`config.mk`:
```
export PLATFORM = sky130hd
export DESIGN_NAME = key_event_arbiter
export DESIGN_NICKNAME = d
export VERILOG_FILES = /design/src/rtl/key_event_arbiter.sv
export SDC_FILE = /design/constraint.sdc
export NUM_CORES = 1
export LEC_CHECK = 0
export ABC_AREA = 1
export ABC_CLOCK_PERIOD_IN_PS = 4000
export BUFFER_PORTS_ARGS = -buffer_cell sky130_fd_sc_hd__buf_4
export CORE_ASPECT_RATIO = 1.25
export CORE_MARGIN = 4
export CORE_UTILIZATION = 50
export CTS_CLUSTER_SIZE = 16
export DETAILED_ROUTE_END_ITERATION = 12
export GPL_TIMING_DRIVEN = 0
export PLACE_DENSITY = 0.66
export REMOVE_ABC_BUFFERS = 1
export SYNTH_ARGS = -nofsm -noshare
export SYNTH_HDL_FRONTEND = slang
export SYNTH_SLANG_ARGS = --single-unit
```
`constraint.sdc`:
```
create_clock -name clk -period 4 [get_ports clk]
set_input_delay 0.4 -clock clk [delete_from_list [all_inputs] [get_ports clk]]
set_output_delay 0.4 -clock clk [all_outputs]
set_load 0.005 [all_outputs]
```
`src/rtl/key_event_arbiter.sv`:
```
// Turns debounced key levels into PRESS/LONG/REPEAT/RELEASE events and
// serialises them, round-robin, through a small valid/ready event FIFO.
module key_event_arbiter #(
  parameter int N_KEYS     = 4,
  parameter int KEY_W      = 2,
  parameter int CNT_W      = 26,
  parameter int LONG_TH    = 50000000,
  parameter int REP_TH     = 10000000,
  parameter int FIFO_DEPTH = 4
) (
  input  logic              clk,
  input  logic              rst_n,
  input  logic [N_KEYS-1:0] key_lvl,
  output logic              ev_valid,
  input  logic              ev_ready,
  output logic [KEY_W-1:0]  ev_key,
  output logic [1:0]        ev_code,
  output logic              overflow,
  input  logic              ovf_clr
);

  typedef enum logic [1:0] {
    EV_PRESS   = 2'b00,
    EV_LONG    = 2'b01,
    EV_REPEAT  = 2'b10,
    EV_RELEASE = 2'b11
  } ev_code_e;

  typedef enum logic [1:0] {IDLE, HELD, RPT} key_state_e;

  typedef struct packed {
    logic [KEY_W-1:0] key;
    ev_code_e         code;
  } fifo_entry_t;

  localparam int PTR_W = $clog2(FIFO_DEPTH);
  localparam int CNT_FW = PTR_W + 1;
  localparam logic [CNT_W-1:0] LONG_M1 = CNT_W'(LONG_TH - 1);
  localparam logic [CNT_W-1:0] REP_M1  = CNT_W'(REP_TH - 1);

  logic [N_KEYS-1:0] lvl_q, rise, fall;
  key_state_e        state [N_KEYS];
  logic [CNT_W-1:0]  cnt [N_KEYS];
  logic [N_KEYS-1:0] raise, load, drop;
  ev_code_e          raise_code [N_KEYS];
  logic [N_KEYS-1:0] pend_v;
  ev_code_e          pend_code [N_KEYS];
  logic [KEY_W-1:0]  rr;
  logic              grant_v;
  logic [KEY_W-1:0]  grant_idx;
  logic [N_KEYS-1:0] gnt;
  fifo_entry_t       mem [FIFO_DEPTH];
  logic [PTR_W-1:0]  wr_ptr, rd_ptr;
  logic [CNT_FW-1:0] count;
  logic              fifo_full, push, pop;

  assign rise = key_lvl & ~lvl_q;
  assign fall = ~key_lvl & lvl_q;

  // Events are decided combinationally so they reach the pending slot on the same edge.
  always_comb begin
    for (int i = 0; i < N_KEYS; i++) begin
      // NOTE: every output gets a default first, so no path leaves it unassigned (no latch).
      raise[i]      = 1'b0;
      raise_code[i] = EV_PRESS;
      case (state[i])
        IDLE: if (rise[i]) raise[i] = 1'b1;
        HELD: begin
          if (fall[i]) begin
            raise[i] = 1'b1; raise_code[i] = EV_RELEASE;
          end else if (cnt[i] == LONG_M1) begin
            raise[i] = 1'b1; raise_code[i] = EV_LONG;
          end
        end
        RPT: begin
          if (fall[i]) begin
            raise[i] = 1'b1; raise_code[i] = EV_RELEASE;
          end else if (cnt[i] == REP_M1) begin
            raise[i] = 1'b1; raise_code[i] = EV_REPEAT;
          end
        end
        default: ;
      endcase
    end
  end

  // NOTE: state registers use non-blocking assignments so every block sees pre-edge values.
  always_ff @(posedge clk) begin
    if (!rst_n) begin
      lvl_q <= '0;
      for (int i = 0; i < N_KEYS; i++) begin
        state[i] <= IDLE;
        cnt[i]   <= '0;
      end
    end else begin
      lvl_q <= key_lvl;
      for (int i = 0; i < N_KEYS; i++) begin
        case (state[i])
          IDLE: if (rise[i]) begin
            cnt[i]   <= '0;
            state[i] <= HELD;
          end
          HELD: begin
            if (fall[i]) state[i] <= IDLE;
            else if (cnt[i] == LONG_M1) begin
              cnt[i]   <= '0;
              state[i] <= RPT;
            end else cnt[i] <= cnt[i] + CNT_W'(1);
          end
          RPT: begin
            if (fall[i]) state[i] <= IDLE;
            else if (cnt[i] == REP_M1) cnt[i] <= '0;
            else cnt[i] <= cnt[i] + CNT_W'(1);
          end
          default: state[i] <= IDLE;
        endcase
      end
    end
  end

  // Circular search from rr; no grant at all while the FIFO is full.
  always_comb begin : arb
    int k;
    grant_v   = 1'b0;
    grant_idx = '0;
    gnt       = '0;
    k         = 0;
    if (!fifo_full) begin
      for (int j = 0; j < N_KEYS; j++) begin
        k = (int'(rr) + j) % N_KEYS;
        if (!grant_v && pend_v[k]) begin
          grant_v   = 1'b1;
          grant_idx = KEY_W'(k);
          gnt[k]    = 1'b1;
        end
      end
    end
  end

  assign drop = raise & pend_v & ~gnt;
  assign load = raise & ~drop;

  always_ff @(posedge clk) begin
    if (!rst_n) begin
      pend_v   <= '0;
      rr       <= '0;
      overflow <= 1'b0;
      for (int i = 0; i < N_KEYS; i++) pend_code[i] <= EV_PRESS;
    end else begin
      for (int i = 0; i < N_KEYS; i++) begin
        if (load[i]) begin
          pend_v[i]    <= 1'b1;
          pend_code[i] <= raise_code[i];
        end else if (gnt[i]) begin
          pend_v[i] <= 1'b0;
        end
      end
      if (grant_v) rr <= KEY_W'((int'(grant_idx) + 1) % N_KEYS);
      if (|drop) overflow <= 1'b1;
      else if (ovf_clr) overflow <= 1'b0;
    end
  end

  assign fifo_full = (count == CNT_FW'(FIFO_DEPTH));
  assign push      = grant_v;
  assign pop       = ev_valid & ev_ready;

  always_ff @(posedge clk) begin
    if (!rst_n) begin
      wr_ptr <= '0;
      rd_ptr <= '0;
      count  <= '0;
    end else begin
      if (push) wr_ptr <= wr_ptr + PTR_W'(1);
      if (pop)  rd_ptr <= rd_ptr + PTR_W'(1);
      case ({push, pop})
        2'b10:   count <= count + CNT_FW'(1);
        2'b01:   count <= count - CNT_FW'(1);
        default: ;
      endcase
    end
  end

  // NOTE: storage is not reset; entries are only visible once written and counted.
  always_ff @(posedge clk) begin
    if (push) mem[wr_ptr] <= '{key: grant_idx, code: pend_code[grant_idx]};
  end

  assign ev_valid = (count != '0);
  assign ev_key   = ev_valid ? mem[rd_ptr].key : '0;
  assign ev_code  = ev_valid ? mem[rd_ptr].code : EV_PRESS;

endmodule

```
# After elaboration in Yosys (flattened, before gate mapping)
# Memory sizes are Yosys's and may differ from the RTL's. A register that Yosys moved wholly into a read port is not among the register bits.
# Cells that the tools add are included.
# Widths: inputs -> output; s select.
[classes] magnitude_cmp=8 reduce_logical=29 bitwise=60 eq_ne=19 n_addsub=12 muxes=282
[ops] operator="$mux 26" count=20
[ops] operator="$mux 1" count=192
[ops] operator="$add 26x1->26 const B" count=4
[ops] operator="$eq 26x24->1 const B" count=4
[ops] operator="$eq 26x26->1 const B" count=4
[ops] operator="$mux 2" count=45
[ops] operator="$or 1x1->1" count=44
[ops] operator="$mux 4" count=8
[ops] operator="$and 4x4->4" count=5
[ops] operator="$not 4->4" count=4
[ops] operator="$pmux 2 s2" count=4
[ops] operator="$lt 3x4->1 const B" count=3
[ops] operator="$or 4x4->4" count=3
[ops] operator="$pmux 1 s3" count=4
[ops] operator="$reduce_bool 2->1" count=6
[ops] operator="$reduce_or 3->1" count=4
[ops] operator="$eq 2x1->1 const B" count=5
[ops] operator="$eq 2x2->1 const B" count=5
[ops] operator="$ge 3x1->1 const B" count=3
[ops] operator="$add 2x1->2 const B" count=4
[ops] operator="$bmux 1 s2" count=4
[ops] operator="$demux 1 s2" count=4
[ops] operator="$logic_not 2->1" count=4
[ops] operator="$logic_and 1x1->1" count=7
[ops] operator="other kinds (13)" count=20
[totals] word_cells=424 regBits=18 mem_count=4 output_inout_bits=6 inputBits=8 mem_bits_rw=136
[memory_table] name="cnt" depth=4 width=26 rd=4 rd_clocked_by_memory_dff=0 write_ports=4 line_no="43" source="logic [CNT_W-1:0] cnt [N_KEYS];"
[memory_table] name="mem" depth=4 width=4 rd=1 rd_clocked_by_memory_dff=1 write_ports=1 line_no="52" source="fifo_entry_t mem [FIFO_DEPTH];"
[memory_table] name="pend_code" depth=4 width=2 rd=1 rd_clocked_by_memory_dff=0 write_ports=4 line_no="47" source="ev_code_e pend_code [N_KEYS];"
[memory_table] name="state" depth=4 width=2 rd=4 rd_clocked_by_memory_dff=0 write_ports=4 line_no="42" source="key_state_e state [N_KEYS];"

# Logic depth before layout (Yosys ltp)
[depth] word_depth=25 depth_mapped=16 ltp_nobuf=16

# Worst setup path before layout
# No wires, ideal clock.
[synth_timing] path_kind="flip-flop to flip-flop" from="register rr[0]" to="register count[2]" slack_ns=1.120 n_path_buf=1 t_required_ns=3.878 arrival_ns=2.758 path_stages_with_launch=16 period_less_slack_ns=2.880 setup_ns=0.122 cell_sequence="dfxtp_1 inv_2 ha_1 inv_1 nand3_1 nand2_1 nand2_4 o31ai_1 buf_2 ha_1 inv_1 fa_1 a21oi_1 o21ai_0 o21ai_0 a21oi_1"
[synth_between] elab_chain_len=18 elab_cells_between_ends=32 classes_between="add/sub: 3; eq/ne: 2; mux: 20; reduce/logical: 7"
[synth_rtl] item="from (decl)" line_no="48" source="logic [KEY_W-1:0] rr;"
[synth_rtl] item="from (signal assigned)" line_no="158" source="if (grant_v) rr <= KEY_W'((int'(grant_idx) + 1) % N_KEYS);"
[synth_rtl] item="branches (longest 14 deep; another with $add 2x1->2)"
[synth_rtl] item="$mux 1 (*)" line_no="131" source="if (!grant_v && pend_v[k]) begin"
[synth_rtl] item="$mux 1 (*)" line_no="128" source="if (!fifo_full) begin"
[synth_rtl] item="$eq 2x1->1 / $eq 2x2->1 (equally long branches)" line_no="176" source="case ({push, pop})"
[synth_rtl] item="$pmux 3 s2 / $reduce_bool 2->1 (equally long branches)"
[synth_rtl] item="to (signal assigned)" line_no="177" source="2'b10: count <= count + CNT_FW'(1);"
[synth_rtl] item="to (signal assigned)" line_no="178" source="2'b01: count <= count - CNT_FW'(1);"
[synth_rtl] item="to (decl)" line_no="54" source="logic [CNT_FW-1:0] count;"
# Every way passes the cells marked *. The select of a mux whose other input is x is not followed.
# A chain may end at the register's enable or synchronous reset.

# Worst setup path in the final report
# Same ends and word-level chain as after synthesis.

==> flow_metrics.tcl <==
set metrics [dict create \
    tightest_slew_ps 1323 \
    reg2reg_from "rr[0]" \
    antenna_found_initial 0 \
    max_slew_margin 0.1156 \
    skew_ps 12.47 \
    critPathLaunch "rr[0]" \
    drcViolationCount 0 \
    cts_hold_buf 0 \
    vdd_drop_max_uv 297.4 \
    synthArstFlopShare 0 \
    dieWidth_microns 133.5 \
    synthCells 1187 \
    drive_above_1_share 0.09211 \
    vias 7612 \
    crit_required_ps 4310 \
    grtUsageTotal 0.1829 \
    hpwl_microns 13910 \
    wire_per_inst_microns 12.90 \
    outcome "complete, no violations" \
    rsz0062_at_grt "false" \
    rr_endpoint "count[2]" \
    max_freq_ghz 0.2835 \
    synth_edf_count 136 \
    grt_max_degree 45 \
    grt_pass1_vias 7409 \
    maxSlewViolCount 0 \
    reg2reg_slack_ps 470 \
    synth_top_area_cell "edfxtp_1" \
    fp.dieH_microns 164.8 \
    cap_violations 0 \
    min_period_ps 3527 \
    drt-total-wl_microns 19100 \
    grt_pass1_wl_microns 33440 \
    area_growth_pct 9.296 \
    synth.area.top_cells "edfxtp_1, nor2_1, nand2_1" \
    clock_sinks 156 \
    postRouteAntennaNets 0 \
    post-cts-setup-buffer-count 0 \
    period_share 0.8818 \
    vias_per_cell 5.140 \
    cp.arrival_ps 3840 \
    holdPathEnd "lvl_q[3]" \
    die_area_sq_um 22000 \
    clk_latency_ps 430 \
    start_kind "flop" \
    gp_congestion 0.8756 \
    setup_viol_count_final 0 \
    hold_violations 0 \
    gr-total-overflow 0 \
    numPortBuffers 13 \
    final_net_count 1246 \
    crit_path_end_kind "flop" \
    cp_max_fo 11 \
    whs_path_depth 3 \
    hold_path.startpoint "key_lvl[3]" \
    hold_class "input port to flop" \
    start_util 0.5072 \
    n_antenna_cell 0 \
    ys_seq_elements 156 \
    core.rowCount 57 \
    cts-root-buf "clkbuf_16" \
    nFillCells 1851 \
    critPathKind "flop to flop" \
    yosys_warnings 0 \
    syn_area_sq_um 9839 \
    dr.first_iter.drc_count 364 \
    core_area_sq_um 19400 \
    synth_ff_type "edfxtp_1" \
    htreeDepth 4 \
    fin_setup_tns_ps 0 \
    cts-buffers-inserted 17 \
    ys_seq_area_frac 0.4557 \
    syn_area_per_cell_sq_um 8.289 \
    ys_top_cells_by_count "nor2_1, nand2_1, inv_1" \
    io_pins 14 \
    cellLeakagePower_nw 4.063 \
    cts_resized 0 \
    hold_ws_ps 180.6 \
    synth.top_cell.area_share 0.4151 \
    yosysMostFrequentCell "nor2_1" \
    clk_path_buf_depth 2 \
    drt_pass1_iterations 5 \
    clk_pin_slew_worst_paths_ps 60 \
    cts_tree "done" \
    power_density_nw_per_um2 495.8 \
    reg2reg_depth 14 \
    synth_cell_types 48 \
]
metrics by stage:
stage	setup slack [ps]	area (sq um)	utilization	total power, mW	cells
after floorplan	754.6	9763	-	3.467	1171
after global placement	172.7	10190	0.5254	3.857	1449
after detailed placement	111.9	10210	0.5263	3.883	1449
after CTS	107.5	10750	0.5541	5.366	1481
after global routing	143.5	10750	0.5544	5.702	1481
final	473.0	10750	0.5544	5.332	1481
kinds of logic (layout without fill, tap and decap cells):
group,after synthesis,in the layout,share of synthesized area
AND/OR/NAND/NOR,655,655,0.3159
buffers and inverters,171,200,0.06714
AO/OA/AOI/OAI,105,105,0.05812
flip-flops,156,156,0.4557
XOR/XNOR,65,65,0.05786
adder cells (fa/ha/maj),35,35,0.04527
worst max-delay path by stage:
stage | slack (ps) | end
floorplan | 750 | count[2]
global placement | 170 | count[2]
detailed placement | 110 | count[2]
CTS | 110 | count[2]
global route | 140 | count[2]
finish | 470 | count[2]
worst max-delay path, cell delays in order, from the launching register on:
cell and delay, ps:
dfxtp_1 590, inv_2 190, ha_1 410, inv_1 120
nand3_1 80, nand2_1 130, nand2_4 90, o31ai_2 630
ha_1 260, inv_1 70, fa_1 380, a21oi_1 140
o21ai_0 110, o21ai_0 160, a21oi_1 50
report_power, final:
group	leakage, nW	switching (mW)	internal, mW
Sequential	1.61	0.215	2.16
Combinational	2.20	0.998	0.484
Clock	0.250	0.677	0.800
cells in the final DEF (no fill, tap or decap), types with 9 or more instances in the layout:
master	netlist	layout
nor4_1	10	10
ha_1	34	34
nand2_2	12	12
xor2_1	47	47
nor2_2	10	10
a21oi_1	49	49
clkbuf_16	0	17
nor3_1	36	36
buf_4	1	13
dfxtp_1	20	20
nand4_1	41	41
nand3_1	74	74
edfxtp_1	136	136
inv_1	147	147
nor2_1	225	225
xnor2_1	18	18
o21ai_0	33	33
nor2_4	9	9
nand2_1	198	198
state kept, by name (all words and copies together) (netlist names), named ones only:
signal,cells
overflow,1
pend_v,4
count,3
wr_ptr,2
rr,2
pend_code,8
rd_ptr,2
state,8
mem,16
cnt,104
lvl_q,4
per-layer routing:
layer  wire [microns]  global-route usage
met5                0                   0
met4              349             0.06922
met3              365             0.02712
met2             9774              0.3288
met1             8615              0.2227
area by class of cell:
class,count,area (sq um),share of cell area
clock inverters,15,113.9,0.01059
flip-flops and latches,156,4484,0.4170
clock buffers,17,425.4,0.03956
multi-input cells,860,4717,0.4386
inverters,155,584.3,0.05433
well taps,265,331.6,0.03083
repair buffers,13,97.59,0.009075
Note: power is estimated with default switching activity, not from simulation.
